==> src/rtl/mem_access_pkg.sv <==
// Shared encodings for the CPU data-memory access unit: size codes and FSM states.
package mem_access_pkg;

    localparam logic [1:0] SZ_BYTE = 2'b00;
    localparam logic [1:0] SZ_HALF = 2'b01;
    localparam logic [1:0] SZ_WORD = 2'b10;
    localparam logic [1:0] SZ_RSVD = 2'b11;

    typedef enum logic [1:0] {
        IDLE  = 2'b00,
        READ  = 2'b01,
        WRITE = 2'b10,
        RESP  = 2'b11
    } mau_state_e;

    // Request fields captured at accept and held for the whole transaction.
    typedef struct packed {
        logic        we;
        logic [1:0]  size;
        logic        sgn;
        logic [31:0] addr;
        logic [31:0] wdata;
    } mau_req_t;

    function automatic logic size_misaligned(input logic [1:0] size, input logic [1:0] lo);
        return (size == SZ_RSVD) ||
               ((size == SZ_HALF) && lo[0]) ||
               ((size == SZ_WORD) && (lo != 2'b00));
    endfunction

endpackage

==> src/rtl/mau_lane_align.sv <==
// Little-endian lane handling: extracts/extends load lanes and merges store lanes into a word.
// Purely combinational; no state, no handshake.
module mau_lane_align
    import mem_access_pkg::*;
(
    input  logic [31:0] word_i,
    input  logic [1:0]  lane_i,
    input  logic [1:0]  size_i,
    input  logic        signed_i,
    input  logic [31:0] wdata_i,
    output logic [31:0] load_o,
    output logic [31:0] merge_o
);

    logic [4:0]  byte_sh;
    logic [4:0]  half_sh;
    logic [7:0]  byte_v;
    logic [15:0] half_v;
    logic [31:0] mask;
    logic [4:0]  st_sh;

    always_comb begin
        byte_sh = {lane_i, 3'b000};
        half_sh = {lane_i[1], 4'b0000};
        byte_v  = 8'(word_i >> byte_sh);
        half_v  = 16'(word_i >> half_sh);
        load_o  = word_i;
        mask    = 32'hFFFF_FFFF;
        st_sh   = 5'd0;
        unique case (size_i)
            SZ_BYTE: begin
                load_o = {{24{signed_i & byte_v[7]}}, byte_v};
                mask   = 32'h0000_00FF << byte_sh;
                st_sh  = byte_sh;
            end
            SZ_HALF: begin
                load_o = {{16{signed_i & half_v[15]}}, half_v};
                mask   = 32'h0000_FFFF << half_sh;
                st_sh  = half_sh;
            end
            default: begin
                load_o = word_i;
                mask   = 32'hFFFF_FFFF;
                st_sh  = 5'd0;
            end
        endcase
        // Store data arrives right-aligned; slide it onto the addressed lanes.
        merge_o = (word_i & ~mask) | ((wdata_i << st_sh) & mask);
    end

endmodule

==> src/rtl/mem_access_unit.sv <==
// CPU load/store unit to a word-wide data memory with sub-word read-modify-write.
// Accept-to-response 1/2/3 cycles (error / load or word store / sub-word store); response held until resp_ready.
module mem_access_unit
    import mem_access_pkg::*;
#(
    parameter int MEM_WORDS = 128
) (
    input  logic        clk,
    input  logic        rst_n,
    input  logic        req_valid,
    output logic        req_ready,
    input  logic        req_we,
    input  logic [1:0]  req_size,
    input  logic        req_signed,
    input  logic [31:0] req_addr,
    input  logic [31:0] req_wdata,
    output logic        resp_valid,
    input  logic        resp_ready,
    output logic [31:0] resp_rdata,
    output logic        resp_err,
    output logic [31:0] add,
    output logic [31:0] wd,
    output logic        mw,
    output logic        mre,
    input  logic [31:0] rd
);

    localparam logic [31:0] WORDS_LIM = MEM_WORDS;

    mau_state_e  state_q, state_d;
    mau_req_t    req_q, req_d;
    logic        err_q, err_d;
    logic [31:0] rword_q, rword_d;

    logic        req_bad;
    logic [31:0] req_widx;
    logic [31:0] word_addr;
    logic [31:0] load_data;
    logic [31:0] merged;

    assign req_widx  = {2'b00, req_addr[31:2]};
    assign req_bad   = size_misaligned(req_size, req_addr[1:0]) || (req_widx >= WORDS_LIM);
    assign word_addr = {req_q.addr[31:2], 2'b00};

    // Fed from the captured memory word so load results and merged stores stay stable.
    mau_lane_align u_lane_align (
        .word_i   (rword_q),
        .lane_i   (req_q.addr[1:0]),
        .size_i   (req_q.size),
        .signed_i (req_q.sgn),
        .wdata_i  (req_q.wdata),
        .load_o   (load_data),
        .merge_o  (merged)
    );

    always_ff @(posedge clk) begin
        if (!rst_n) begin
            state_q <= IDLE;
            req_q   <= '0;
            err_q   <= 1'b0;
            rword_q <= '0;
        end else begin
            state_q <= state_d;
            req_q   <= req_d;
            err_q   <= err_d;
            rword_q <= rword_d;
        end
    end

    always_comb begin
        state_d    = state_q;
        req_d      = req_q;
        err_d      = err_q;
        rword_d    = rword_q;
        req_ready  = 1'b0;
        resp_valid = 1'b0;
        resp_err   = 1'b0;
        resp_rdata = '0;
        mre        = 1'b0;
        mw         = 1'b0;
        add        = '0;
        wd         = '0;
        unique case (state_q)
            IDLE: begin
                req_ready = 1'b1;
                if (req_valid) begin
                    req_d.we    = req_we;
                    req_d.size  = req_size;
                    req_d.sgn   = req_signed;
                    req_d.addr  = req_addr;
                    req_d.wdata = req_wdata;
                    err_d       = req_bad;
                    if (req_bad) begin
                        state_d = RESP;
                    end else if (req_we && (req_size == SZ_WORD)) begin
                        state_d = WRITE;
                    end else begin
                        // Loads and sub-word stores both need the current word first.
                        state_d = READ;
                    end
                end
            end
            READ: begin
                mre     = 1'b1;
                add     = word_addr;
                rword_d = rd;
                state_d = req_q.we ? WRITE : RESP;
            end
            WRITE: begin
                mw      = 1'b1;
                add     = word_addr;
                wd      = merged;
                state_d = RESP;
            end
            RESP: begin
                resp_valid = 1'b1;
                resp_err   = err_q;
                if (!err_q && !req_q.we) begin
                    resp_rdata = load_data;
                end
                if (resp_ready) begin
                    state_d = IDLE;
                end
            end
            default: state_d = IDLE;
        endcase
    end

endmodule

==> config.mk <==
export PLATFORM = sky130hd
export DESIGN_NAME = mem_access_unit
export DESIGN_NICKNAME = d
export VERILOG_FILES = /design/src/rtl/mem_access_pkg.sv /design/src/rtl/mau_lane_align.sv /design/src/rtl/mem_access_unit.sv
export SDC_FILE = /design/constraint.sdc
export NUM_CORES = 1
export LEC_CHECK = 0
export CORE_ASPECT_RATIO = 0.5
export CORE_MARGIN = 2
export CORE_UTILIZATION = 49
export CTS_CLUSTER_SIZE = 16
export DETAILED_ROUTE_END_ITERATION = 7
export PLACE_DENSITY = 0.86
export SETUP_SLACK_MARGIN = 0.3
export SYNTH_ARGS = -nofsm -noshare
export SYNTH_HDL_FRONTEND = slang
export SYNTH_SLANG_ARGS = --single-unit
==> constraint.sdc <==
create_clock -name clk -period 4.6 [get_ports clk]
set_input_delay 0.92 -clock clk [delete_from_list [all_inputs] [get_ports clk]]
set_output_delay 0.92 -clock clk [all_outputs]
set_load 0.02 [all_outputs]
# [Word-level counts from Yosys, hierarchy flattened]
# Cells that the tools add are included.
[word_totals] latchBits=0 ff_bits=103 ramBits=0 input_bits=104 mem_count=0 out_inout_bits=101 mem_bits_ro=0 word_cells=62
[classes] n_lt_le_gt_ge=1 multipliers=0 add_sub_neg=0 n_div=0 bitwise_logic=6 reduce_logical=15 eq_ne=9 mux=18 shift=5
[ops] op="2-to-1 mux 32 bit" n=4
[ops] op="one-hot mux 32 bit (2 select lines)" n=2
[ops] op="bitwise AND 32 bit" n=2
[ops] op="inverter 32 bit" n=1
[ops] op="bitwise OR 32 bit" n=1
[ops] op="<< shifter 16 x 5 -> 32 bit (first input constant)" n=1
[ops] op="<< shifter 32 x 5 -> 32 bit" n=1
[ops] op="<< shifter 8 x 5 -> 32 bit (first input constant)" n=1
[ops] op=">> shifter 32 x 5 -> 16 bit" n=1
[ops] op=">> shifter 32 x 5 -> 8 bit" n=1
[ops] op="greater-or-equal comparator 30 x 8 -> 1 bit (second input constant)" n=1
[ops] op="one-hot mux 5 bit (2 select lines)" n=1
[ops] op="equality test 2 bit (second input constant)" n=4
[ops] op="2-to-1 mux 2 bit" n=4
[ops] op="one-hot mux 2 bit (4 select lines)" n=1
[ops] op="equality test 2 x 1 -> 1 bit (second input constant)" n=3
[ops] op="2-to-1 mux 1 bit" n=6
[ops] op="logical AND 1 bit" n=4
[ops] op="zero test 2 bit" n=2
[ops] op="inequality test 2 bit (second input constant)" n=2
[ops] op="AND reduction 2 bit" n=2
[ops] op="logical OR 1 bit" n=3
[ops] op="bitwise AND 1 bit" n=2
[ops] op="zero test 1 bit" n=2
[ops] op="2 further kinds" n=2

# [Longest topological paths before layout]
[logic_depth] depth_word=8 ltp_mapped=7 ltp_nobuf=6

# [By module]
# From an unflattened synthesis, not the netlist that was laid out.
[unflattened] cells_unflattened=784 hier_area_um2=6002.0
[by_module_without_submodules] mod="mem_access_unit" area_per_inst_um2=4645.7 n_inst=1 cells_each=544
[by_module_without_submodules] mod="mau_lane_align" area_per_inst_um2=1356.3 n_inst=1 cells_each=240

# [Worst setup path before layout]
# No wires, ideal clock.
[synth_path] path_type="register to output" start="reg state_q[0]" end="out resp_rdata[16]" path_stages_with_launch=5 required_ps=3680 arrival_time_ps=1619 slack_ps=2061 n_path_buf=1 cell_sequence="dfxtp_1 > ha_1 > nand2_1 > clkbuf_1 > nor3_1"
[synth_via] elab_chain_cells=2
[synth_lines] element="from (decl)" line="mem_access_unit.sv:30" rtl="mau_state_e state_q, state_d;"
[synth_lines] element="from (signal assigned)" line="mem_access_unit.sv:63" rtl="state_q <= state_d;"
[synth_lines] element="equality test 2 bit" line="mem_access_unit.sv:83" rtl="unique case (state_q)"
[synth_lines] element="2-to-1 mux 32 bit" line="mem_access_unit.sv:83"
[synth_lines] element="to (decl)" line="mem_access_unit.sv:19" rtl="output logic [31:0] resp_rdata,"
# Every way passes these cells.

# [Worst setup path in the final report]
[layout_path] start="reg req_q[66] (netlist bit)" end="out resp_rdata[3]"
[layout_via] elab_chain_cells=4 word_cells_on_any_way=5 cone_classes="eq/ne (1); mux (3); reduce/logical (1)"
[layout_lines] element="from (decl)" line="mem_access_unit.sv:31" rtl="mau_req_t req_q, req_d;"
[layout_lines] element="from (signal assigned)" line="mem_access_unit.sv:64" rtl="req_q <= req_d;"
[layout_lines] element="equality test 2 x 1 -> 1 bit or zero test 2 bit (tied branches)" line="mau_lane_align.sv:30" rtl="unique case (size_i)"
[layout_lines] element="one-hot mux 32 bit (2 select lines) (*)" line="mau_lane_align.sv:30"
[layout_lines] element="2-to-1 mux 32 bit (*)" line="mem_access_unit.sv:118" rtl="if (!err_q && !req_q.we) begin"
[layout_lines] element="2-to-1 mux 32 bit (*)" line="mem_access_unit.sv:83"
# Every way passes the cells marked *; elsewhere a longest branch is shown, timed or not.

==> results.py <==
metrics = {
    "power_and_ir_drop": {
        "power_density_nw_per_um2": 466,
        "leakagePower_nw": 3.01,
        "vdd_drop_max_mv": 0.373,
        "p_total_mw": 3.77,
    },
    "flow_run": {
        "maxCapViolations": 0,
    },
    "logic_synthesis": {
        "synth_edf_count": 0,
        "syn_inst": 699,
        "synth-seq-area-share": 0.360,
        "synth_most_common_cell": "nand2_1",
        "syn_area_per_cell_um2": 8.19,
        "synth_ff_type": "dfxtp_1",
        "postSynth.asyncResetShare": 0,
        "synth_top_cell_by_area": "dfxtp_1",
        "synth.top_cell.area_share": 0.360,
        "ys_ff_latch": 103,
        "synth_common_cells": "nand2_1, dfxtp_1, a21boi_1",
        "synthTopCellsByArea": "dfxtp_1, nand2_1, a21boi_1",
        "ys_types": 44,
        "syn-cell-area_um2": 5720,
        "yosysWarnings": 0,
    },
    "setup_path": {
        "crit_type": "flip-flop to output port",
        "crit_path_end_kind": "output port",
        "cp_max_fo": 51,
        "required_ns": 3.68,
        "cp.arrival_ns": 3.04,
        "startpoint_type": "flip-flop",
    },
    "global_route": {
        "use_met2": 0.475,
        "top_usage_layer": "met2",
        "use_met3": 0.0853,
        "antenna_found_initial": 0,
        "overflow": 0,
        "grt_max_degree": 69,
        "grt_pass1_vias": 5434,
        "gr-usage-met1": 0.371,
        "grt_pass1_wl_um": 28200,
        "track_usage": 0.289,
    },
    "sta": {
        "fin_crit_sh": 0.860,
        "clock_skew_ns": 0.00874,
        "timing.final.crit_period_ns": 3.96,
        "rsz0062_at_grt": "no",
        "fmax_mhz": 253,
        "setup_viol": 0,
        "max_slew_margin": 0.324,
        "tightest_slew_ns": 1.01,
        "hold_viol": 0,
        "setup-tns-final_ns": 0,
        "maxSlewViolCount": 0,
    },
    "routing": {
        "drt-vias-per-instance": 5.55,
        "vias": 5703,
        "dr.first_iter.drc_count": 642,
        "ant_nets": 0,
        "drt_wl_total_um": 18100,
        "drt_first_pass_iters": 7,
        "remaining_drc_errors": 0,
        "drt-wirelength-per-cell_um": 17.6,
    },
    "die": {
        "dieArea_um2": 12600,
        "rows": 27,
        "dieHeight_um": 80.4,
        "core_um2": 11200,
        "initial_core_util": 0.512,
        "dieWidth_um": 157,
        "boundaryPins": 205,
    },
    "clocking": {
        "cts.clk_slew.worst_paths_ns": 0.07,
        "cts_tree": "yes",
        "clockBufferDepth": 2,
        "cts_sinks": 103,
        "cts.repair.resized": 0,
        "insertion_delay_ns": 0.34,
        "htreeDepth": 3,
        "cts.root.buffer_cell": "clkbuf_16",
        "postCtsHoldBufs": 0,
        "post_cts_buffers": 0,
        "cts_buffers": 9,
    },
    "placed_design": {
        "dp_hpwl_um": 13100,
        "gp_congestion": 0.927,
        "io_buffers": 202,
    },
    "final_layout": {
        "syn2layout_area_growth_pct": 41.3,
        "final_nets": 971,
        "diodes": 0,
        "nFillCells": 880,
        "register_area_um2": 2060,
        "drive_gt1_frac": 0.0507,
        "multi_input_area_um2": 3370,
    },
    "outcome": {
        "outcome": "completed",
    },
    "min_path": {
        "min_path_type": "flip-flop to flip-flop",
    },
}
-- area by class of cell --
class,count,share of cell area
clock inverter,6,0.0142
sequential,103,0.255
clock buffer,10,0.0296
multi-input combinational,535,0.417
tap,159,0.0246
timing repair buffer,211,0.258
inverter,3,0.00139
-- routing by layer --
| metal | part of all wire | routed length [um] |
|---|---|---|
| met1 | 0.42 | 7520 |
| met2 | 0.46 | 8290 |
| met3 | 0.10 | 1810 |
| met4 | 0.025 | 444 |
| met5 | 0 | 0 |
-- critical path: stages (launching register included) --
cell	delay, ns
dfxtp_1	0.37
buf_4	0.43
nor2b_1	0.28
nor2_2	0.62
a222oi_1	0.18
nor2_1	0.17
clkdlybuf4s50_1	0.62
-- per-stage QoR --
stage          instance area, um^2  cells   util  hold slack (ns)  setup WS (ns)
5_1_grt                       8090   1027  0.723            0.471          0.464
3_5_place_dp                  7730   1011  0.691            0.442           1.11
6_report                      8090   1027  0.723            0.449          0.645
3_3_place_gp                  7730   1011  0.691            0.436           1.08
2_1_floorplan                 5730    700      -            0.430           2.06
4_1_cts                       8090   1027  0.723            0.452          0.726
-- placed cells by master, fill, tap and decap left out, drive strengths merged, types with 2 or more instances in the layout --
cell type,instances
a21boi,76
nor2,28
ha,4
and2,32
a222oi,8
a32o,8
a21o,8
conb,2
o221a,8
o21ai,2
o21bai,2
inv,4
mux2i,44
clkdlybuf4s50,201
dfxtp,103
nor2b,60
bufinv,3
a21oi,20
nor3,18
a22oi,7
clkbuf,10
nand2b,3
nand3,2
buf,10
nand2,171
o211a,8
mux2,7
nor4,5
-- kinds of logic (layout without fill, tap and decap cells) --
group	after synthesis	count (layout)	share of synthesized area
simple gates	324	324	0.274
buf+inv	62	230	0.0529
flops	103	103	0.360
compound gates	154	154	0.213
other cells	1	2	0.000655
fa+ha+maj	4	4	0.00875
mux	51	51	0.0907
-- sequential cells by signal, indices dropped and copies added, names as in the netlist --
register,count
err_q,1
req_q,68
rword_q,32
state_q,2
-- power breakdown --
| group | total (mW) | switching, mW | internal [mW] |
|---|---|---|---|
| clock network | 0.887 | 0.337 | 0.550 |
| registers | 1.27 | 0.202 | 1.07 |
| logic | 1.61 | 0.934 | 0.673 |
-- worst paths after layout --
kind         startpoint            end  slack [ns]  cells past startpoint
max reg2reg  state_q[0]      req_q[17]        2.37                      6
min           req_q[38]      req_q[38]        0.45                      2
max           req_q[66]  resp_rdata[3]        0.64                      6
min reg2reg   req_q[38]      req_q[38]        0.45                      2
(Power assumes the default switching activity.)
==> patch 1: new RTL, config.mk and constraints unchanged <==
Make the reset (`rst_n`) asynchronous in one clocked block.
--- a/src/rtl/mem_access_unit.sv
+++ b/src/rtl/mem_access_unit.sv
@@ -53,7 +53,7 @@
         .merge_o  (merged)
     );
 
-    always_ff @(posedge clk) begin
+    always_ff @(posedge clk or negedge rst_n) begin
         if (!rst_n) begin
             state_q <= IDLE;
             req_q   <= '0;
Formal check against the unedited RTL: differs if rst_n is asserted again (counterexample within 4 cycles, from zero or initial values and one cycle with rst_n low); with rst_n held inactive, the same outputs for 10 cycles.
==> patch 1 against the unedited design <==
  * Critical endpoint is now resp_rdata[1]
  * Worst setup slack lost 130 ps
  * Routed wire length shrank 6.9%
  * Utilization shrank 0.078 points
  * Sequential cell count is the same
  * Cell count shrank 19%
  * Design area shrank 1.3%
  * Area after synthesis shrank 2.2%
  * Global-route usage shrank 1.3 points
  * Critical path type unchanged
Power is not compared: it rests on default switching activity, and its combinational part moved more than twofold at a synthesized area within 25%.
==> patch 1: results (changes against the unedited design) <==
Global route
  – Vias in the first global route: 5011 (was 5434)
  – Pin count of the biggest net entering global routing: 39 (was 69)
  – First-pass GRT wire length: 26.19 mm (was 28.23 mm)
  – GRT Resource Usage Total: 0.2766 (was 0.2893)
  – Initial antenna violation count: 0 (unchanged)

Detailed routing
  – Via density: 5.845 (was 5.553)
  – Iter 0 DRT Violations: 437 (was 642)
  – Wirelength per Cell: 20.24 um (was 17.59 um)

Worst setup path
  – Reg2reg path depth: 5 (was 6)
  – Crit Path Max Fanout: 18 (was 51)
  – Max stage delay on crit path: 710 ps (was 620 ps)
  – FF-to-FF End: req_q[25] (was req_q[17])
  – Slowest stage cell on the critical path: nor3b_4 (was nor2_2)
  – Crit path DAT: 3160 ps (was 3040 ps)
  – RR Startpoint: state_q[0] (unchanged)
  – Reg-to-reg setup timing slack: 2450 ps (was 2370 ps)
  – CP Launch Point: req_q[65] (was req_q[66])

Placement
  – Area after DPL: 0.007687 mm^2 (was 0.007731 mm^2)
  – RD Place Congestion: 0.9829 (was 0.9269)
  – DP HPWL: 12.45 mm (was 13.07 mm)

CTS
  – Clock Root Buffer: clkbuf_16 (unchanged)
  – Clk_lat worst skew: 350 ps

Logic synthesis
  – Commonest cells post-synth: mux2_2 (110), dfrtp_1 (103), nand2_1 (36) (was nand2_1 (171), dfxtp_1 (103), a21boi_1 (76))
  – Main synth FF type: dfrtp_1 (was dfxtp_1)
  – Top cells by area, synth: dfrtp_1 (46%), mux2_2 (22%), and2_1 (3.6%), o211a_1 (2.7%), nand2_1 (2.4%) (was dfxtp_1 (36%), nand2_1 (11%), a21boi_1 (10%), mux2i_1 (7.7%), nor2b_1 (6.6%))
  – Seq/Total Area, Yosys: 0.4603 (was 0.3603)
  – Share of synthesized registers carrying an async set or reset: 1.000 (was 0)

Outcome
  – Outcome: finished clean (unchanged)

STA
  – Clock skew: 7.776 ps (was 8.744 ps)
  – Worst slew margin: 0.3582 (was 0.3239)

Layout
  – Largest regs: req_q: 68 flops, rword_q: 32 flops, state_q: 2 flops (unchanged)
  – Nets: 790 (was 971)
  – Fill count: 786 (was 880)
  – Share of post-route cells with drive strength above 1: 0.2143 (was 0.05069)

Power
  – Static Leak: 3.450 nW
  – VDD IR max: 0.0004668 V

Min path
  – Hold path depth: 1 (was 2)
  – HP Start: req_q[63] (was req_q[38])
  – Hold Crit Endpoint: req_q[63] (was req_q[38])
-- patch 1: cell types whose count changed after synthesis, moves of 8 or more --
cell,delta
o22ai_1,+11
clkbuf_1,-18
dfrtp_1,+103
nand2_1,-135
mux2i_1,-35
dfxtp_1,-103
a21boi_1,-75
a32o_1,-8
mux2_2,+110
nor3_2,-10
o221a_1,-8
o21ai_0,+12
nor2b_1,-58
buf_2,-8
-- patch 1: power groups by stage --
stage	clock (mW)	sequential [mW]	combinational, mW
floorplan	0	1.62	2.41
global placement	0	1.84	3.55
detailed placement	0	1.87	3.61
CTS	0.774	1.86	3.65
global route	0.820	1.94	3.88
finish	0.760	1.89	3.64
-- patch 1: worst register-to-register path, stage by stage (launching register included) --
cell,delay (ps)
dfrtp_1,390
inv_1,80
ha_1,270
nand2_2,600
buf_12,310
mux2_2,390
-- patch 1: kinds of logic after synthesis --
group           count (synthesis)  synth area share
simple gates                  114            0.1057
buf+inv                        45           0.03888
other cells                     1         0.0006697
mux                           120            0.2413
fa+ha+maj                       4          0.008939
flops                         103            0.4603
compound gates                111            0.1441
-- patch 1: how the worst max path moves through the flow --
stage / to / cells past startpoint
2_1_floorplan: resp_rdata[22] / 7
3_3_place_gp: resp_rdata[20] / 7
3_5_place_dp: resp_rdata[21] / 7
4_1_cts: resp_rdata[21] / 7
5_1_grt: wd[6] / 5
6_report: resp_rdata[1] / 5
-- patch 1: per-layer routing --
layer	vias up	global-route usage	share of wire	wire length (um)
li1	2173	-	-	-
met1	2397	0.3514	0.41	6872
met2	244	0.4547	0.47	7889
met3	43	0.08415	0.099	1667
met4	0	0.09725	0.023	388
met5	-	0	0	0
-- patch 1: per-stage QoR --
step / hold WS (ps) / std cells / util / total power [mW] / setup WS [ps]
after global routing: 515.7 / 831 / 0.7223 / 6.639 / 383.1
after CTS: 503.6 / 831 / 0.7219 / 6.286 / 490.1
after floorplan: 457.2 / 499 / - / 4.028 / 1734
final: 500.0 / 831 / 0.7223 / 6.292 / 517.0
after global placement: 480.1 / 816 / 0.6959 / 5.391 / 955.5
after detailed placement: 487.8 / 816 / 0.6959 / 5.475 / 869.9
-- patch 1: cell type report --
cell class                      count  area [um^2]  area share
Clock inverter                      5        58.81    0.007370
Tap cell                          145        181.4     0.02274
Timing Repair Buffer              210         2092      0.2622
Inverter                            7        26.28    0.003293
Multi-Input combinational cell    351         2814      0.3527
Sequential cell                   103         2577      0.3230
Clock buffer                       10        229.0     0.02870
-- patch 1: timing repair --
item                       in CTS  in global routing
setup endpoints to repair       0                  7
gates resized for setup         0                  1
hold buffers                    0                  0
setup buffers                   0                  0
==> patch 2: new RTL, config.mk and constraints unchanged <==
Made on the original files. The parameter `MEM_WORDS` goes from 128 to 96.
--- a/src/rtl/mem_access_unit.sv
+++ b/src/rtl/mem_access_unit.sv
@@ -3,7 +3,7 @@
 module mem_access_unit
     import mem_access_pkg::*;
 #(
-    parameter int MEM_WORDS = 128
+    parameter int MEM_WORDS = 96
 ) (
     input  logic        clk,
     input  logic        rst_n,
Function: changed (Yosys sat finds a counterexample within 4 cycles, from zero or initial values and one cycle with rst_n low).
==> patch 2 against the unedited design <==
  * Worst setup slack got worse by 110 ps
  * Highest routed layer unchanged
  * Sequential cell count did not move
  * Sequential power barely moved
  * Die area fell by 0.44%
  * Fmax fell by 2.8%
  * Worst hold slack improved by 4.5 ps
  * Routed wire length rose by 0.16%
  * Design area fell by 0.45%
  * Combinational power fell by 6%
  * Area after synthesis fell by 0.46%
  * Power fell by 3.1%
  * Critical endpoint is now resp_rdata[1]
==> patch 2: results (changes against the unedited design) <==
CTS
  – # resized after CTS: 0 (unchanged)
  – CTS clk-pin slew, worst paths: 80 ps
  – Bufs on Longest Clock Path: 2 (unchanged)
  – CTS Buf Count: 9 (unchanged)
  – Clock Root Buffer: clkbuf_16 (unchanged)
  – Postcts setup bufs: 0 (unchanged)
  – Clk_lat worst skew: 350 ps
  – H-tree depth: 3 (unchanged)

Layout
  – Largest regs: req_q: 68 flops, rword_q: 32 flops, state_q: 2 flops (unchanged)
  – Diode count: 0 (unchanged)
  – Nets: 984 (was 971)
  – Share of post-route cells with drive strength above 1: 0.03746 (was 0.05069)

Logic synthesis
  – Seq/Total Area, Yosys: 0.3620 (was 0.3603)
  – Share of synthesized registers carrying an async set or reset: 0 (unchanged)
  – Top cells by area, synth: dfxtp_1 (36%), nand2_1 (12%), mux2i_1 (9.1%), a21boi_0 (7.8%), nor2b_1 (6.6%) (was dfxtp_1 (36%), nand2_1 (11%), a21boi_1 (10%), mux2i_1 (7.7%), nor2b_1 (6.6%))
  – Commonest cells post-synth: nand2_1 (182), dfxtp_1 (103), nor2b_1 (60) (was nand2_1 (171), dfxtp_1 (103), a21boi_1 (76))
  – Yosys warns: 0 (unchanged)
  – Main synth FF type: dfxtp_1 (unchanged)
  – Distinct cell type count after synthesis: 39 (was 44)
  – Synth Instances: 712 (was 699)

Global route
  – First-pass GRT wire length: 28.57 mm (was 28.23 mm)
  – Congestion Overflow GR: 0 (unchanged)
  – Initial antenna violation count: 0 (unchanged)
  – GRT Resource Usage Total: 0.2907 (was 0.2893)
  – Vias in the first global route: 5429 (was 5434)
  – Pin count of the biggest net entering global routing: 66 (was 69)

Worst setup path
  – Max stage delay on crit path: 700 ps (was 620 ps)
  – Slowest stage cell on the critical path: dfxtp_1 (was nor2_2)
  – Reg-to-reg setup timing slack: 2280 ps (was 2370 ps)
  – CP delay by family, top: simple AND/OR/NAND/NOR gates (unchanged)
  – Crit Path Max Fanout: 15 (was 51)
  – Crit path DAT: 3150 ps (was 3040 ps)

Placement
  – Area after DPL: 0.007711 mm^2 (was 0.007731 mm^2)
  – RD Place Congestion: 0.9461 (was 0.9269)
  – DP HPWL: 13.17 mm (was 13.07 mm)
  – I/O Buffers: 202 (unchanged)
  – Placed insts: 1010 (was 1011)
  – Place WS: 997.4 ps (was 1106 ps)

Power
  – Static Leak: 2.936 nW (was 3.009 nW)
  – VDD IR max: 0.0002912 V (was 0.0003731 V)

Detailed routing
  – Via density: 5.572 (was 5.553)
  – Iter 0 DRT Violations: 549 (was 642)
  – Vias: 5717 (was 5703)
  – Drt first pass iters: 7 (unchanged)
  – Wirelength per Cell: 17.63 um (was 17.59 um)

STA
  – Max Clk Rate: 245.7 MHz (was 252.8 MHz)
  – Clock skew: 6.097 ps (was 8.744 ps)
  – Worst slew margin: 0.2401 (was 0.3239)
  – Worst hold slack: 453.1 ps (was 448.6 ps)

Outcome
  – Outcome: finished clean (unchanged)

Min path
  – Hold crit path type: flop to flop (unchanged)
patch 2: changes by cell type after synthesis, moves of 3 or more:
cell	delta
a21o_1	-6
a21boi_1	-59
buf_2	-3
nor3_2	-10
nor4_1	+3
a21boi_0	+59
nor3_1	+10
clkbuf_1	+7
nor2_1	-3
o21ai_0	+3
buf_6	-3
nand2_1	+11
mux2i_1	+8
patch 2: cell type report:
class / instances / area (um^2)
repair buffers: 211 / 2085
fillers: 894 / 3099
flip-flops and latches: 103 / 2062
clock buffers: 10 / 239.0
well taps: 145 / 181.4
inverters: 4 / 15.01
clock inverters: 6 / 98.84
multi-input cells: 547 / 3368
patch 2: cells by family (layout without fill, tap and decap cells):
family                     Yosys count  in the layout  share of synthesized area
other                                1              2                  0.0006583
AOI/OAI and AO/OA                  144            144                     0.1964
buffers and inverters               63            231                    0.04854
muxes                               59             59                     0.1052
adders and majority gates            4              4                   0.008786
and+or+nand+nor                    338            338                     0.2785
DFF                                103            103                     0.3620
patch 2: path summary, 6_finish.rpt:
check | start | end | depth (start not counted)
worst min register to register | req_q[56] | req_q[56] | 2
worst max-delay path | req_q[33] | resp_rdata[1] | 5
worst min-delay path | req_q[56] | req_q[56] | 2
worst max register to register | state_q[0] | req_q[49] | 6
patch 2: tightest hold or removal path, delay by kind of cell (launching register included):
family          cells  cell delay, ps
simple gates        1              50
flops               1             310
compound gates      1              50
patch 2: report_power, final:
| part | leakage, nW | internal (mW) | total, mW | switching, mW |
|---|---|---|---|---|
| clock | 0.163 | 0.502 | 0.867 | 0.365 |
| sequential | 0.843 | 1.07 | 1.27 | 0.197 |
| combinational | 1.93 | 0.641 | 1.51 | 0.871 |
patch 2: routing by layer:
layer  GRT usage  routed length, um
met3     0.08419               1771
met4     0.08257                402
met2      0.4634               8094
met1      0.3850               7821
met5           0                  0
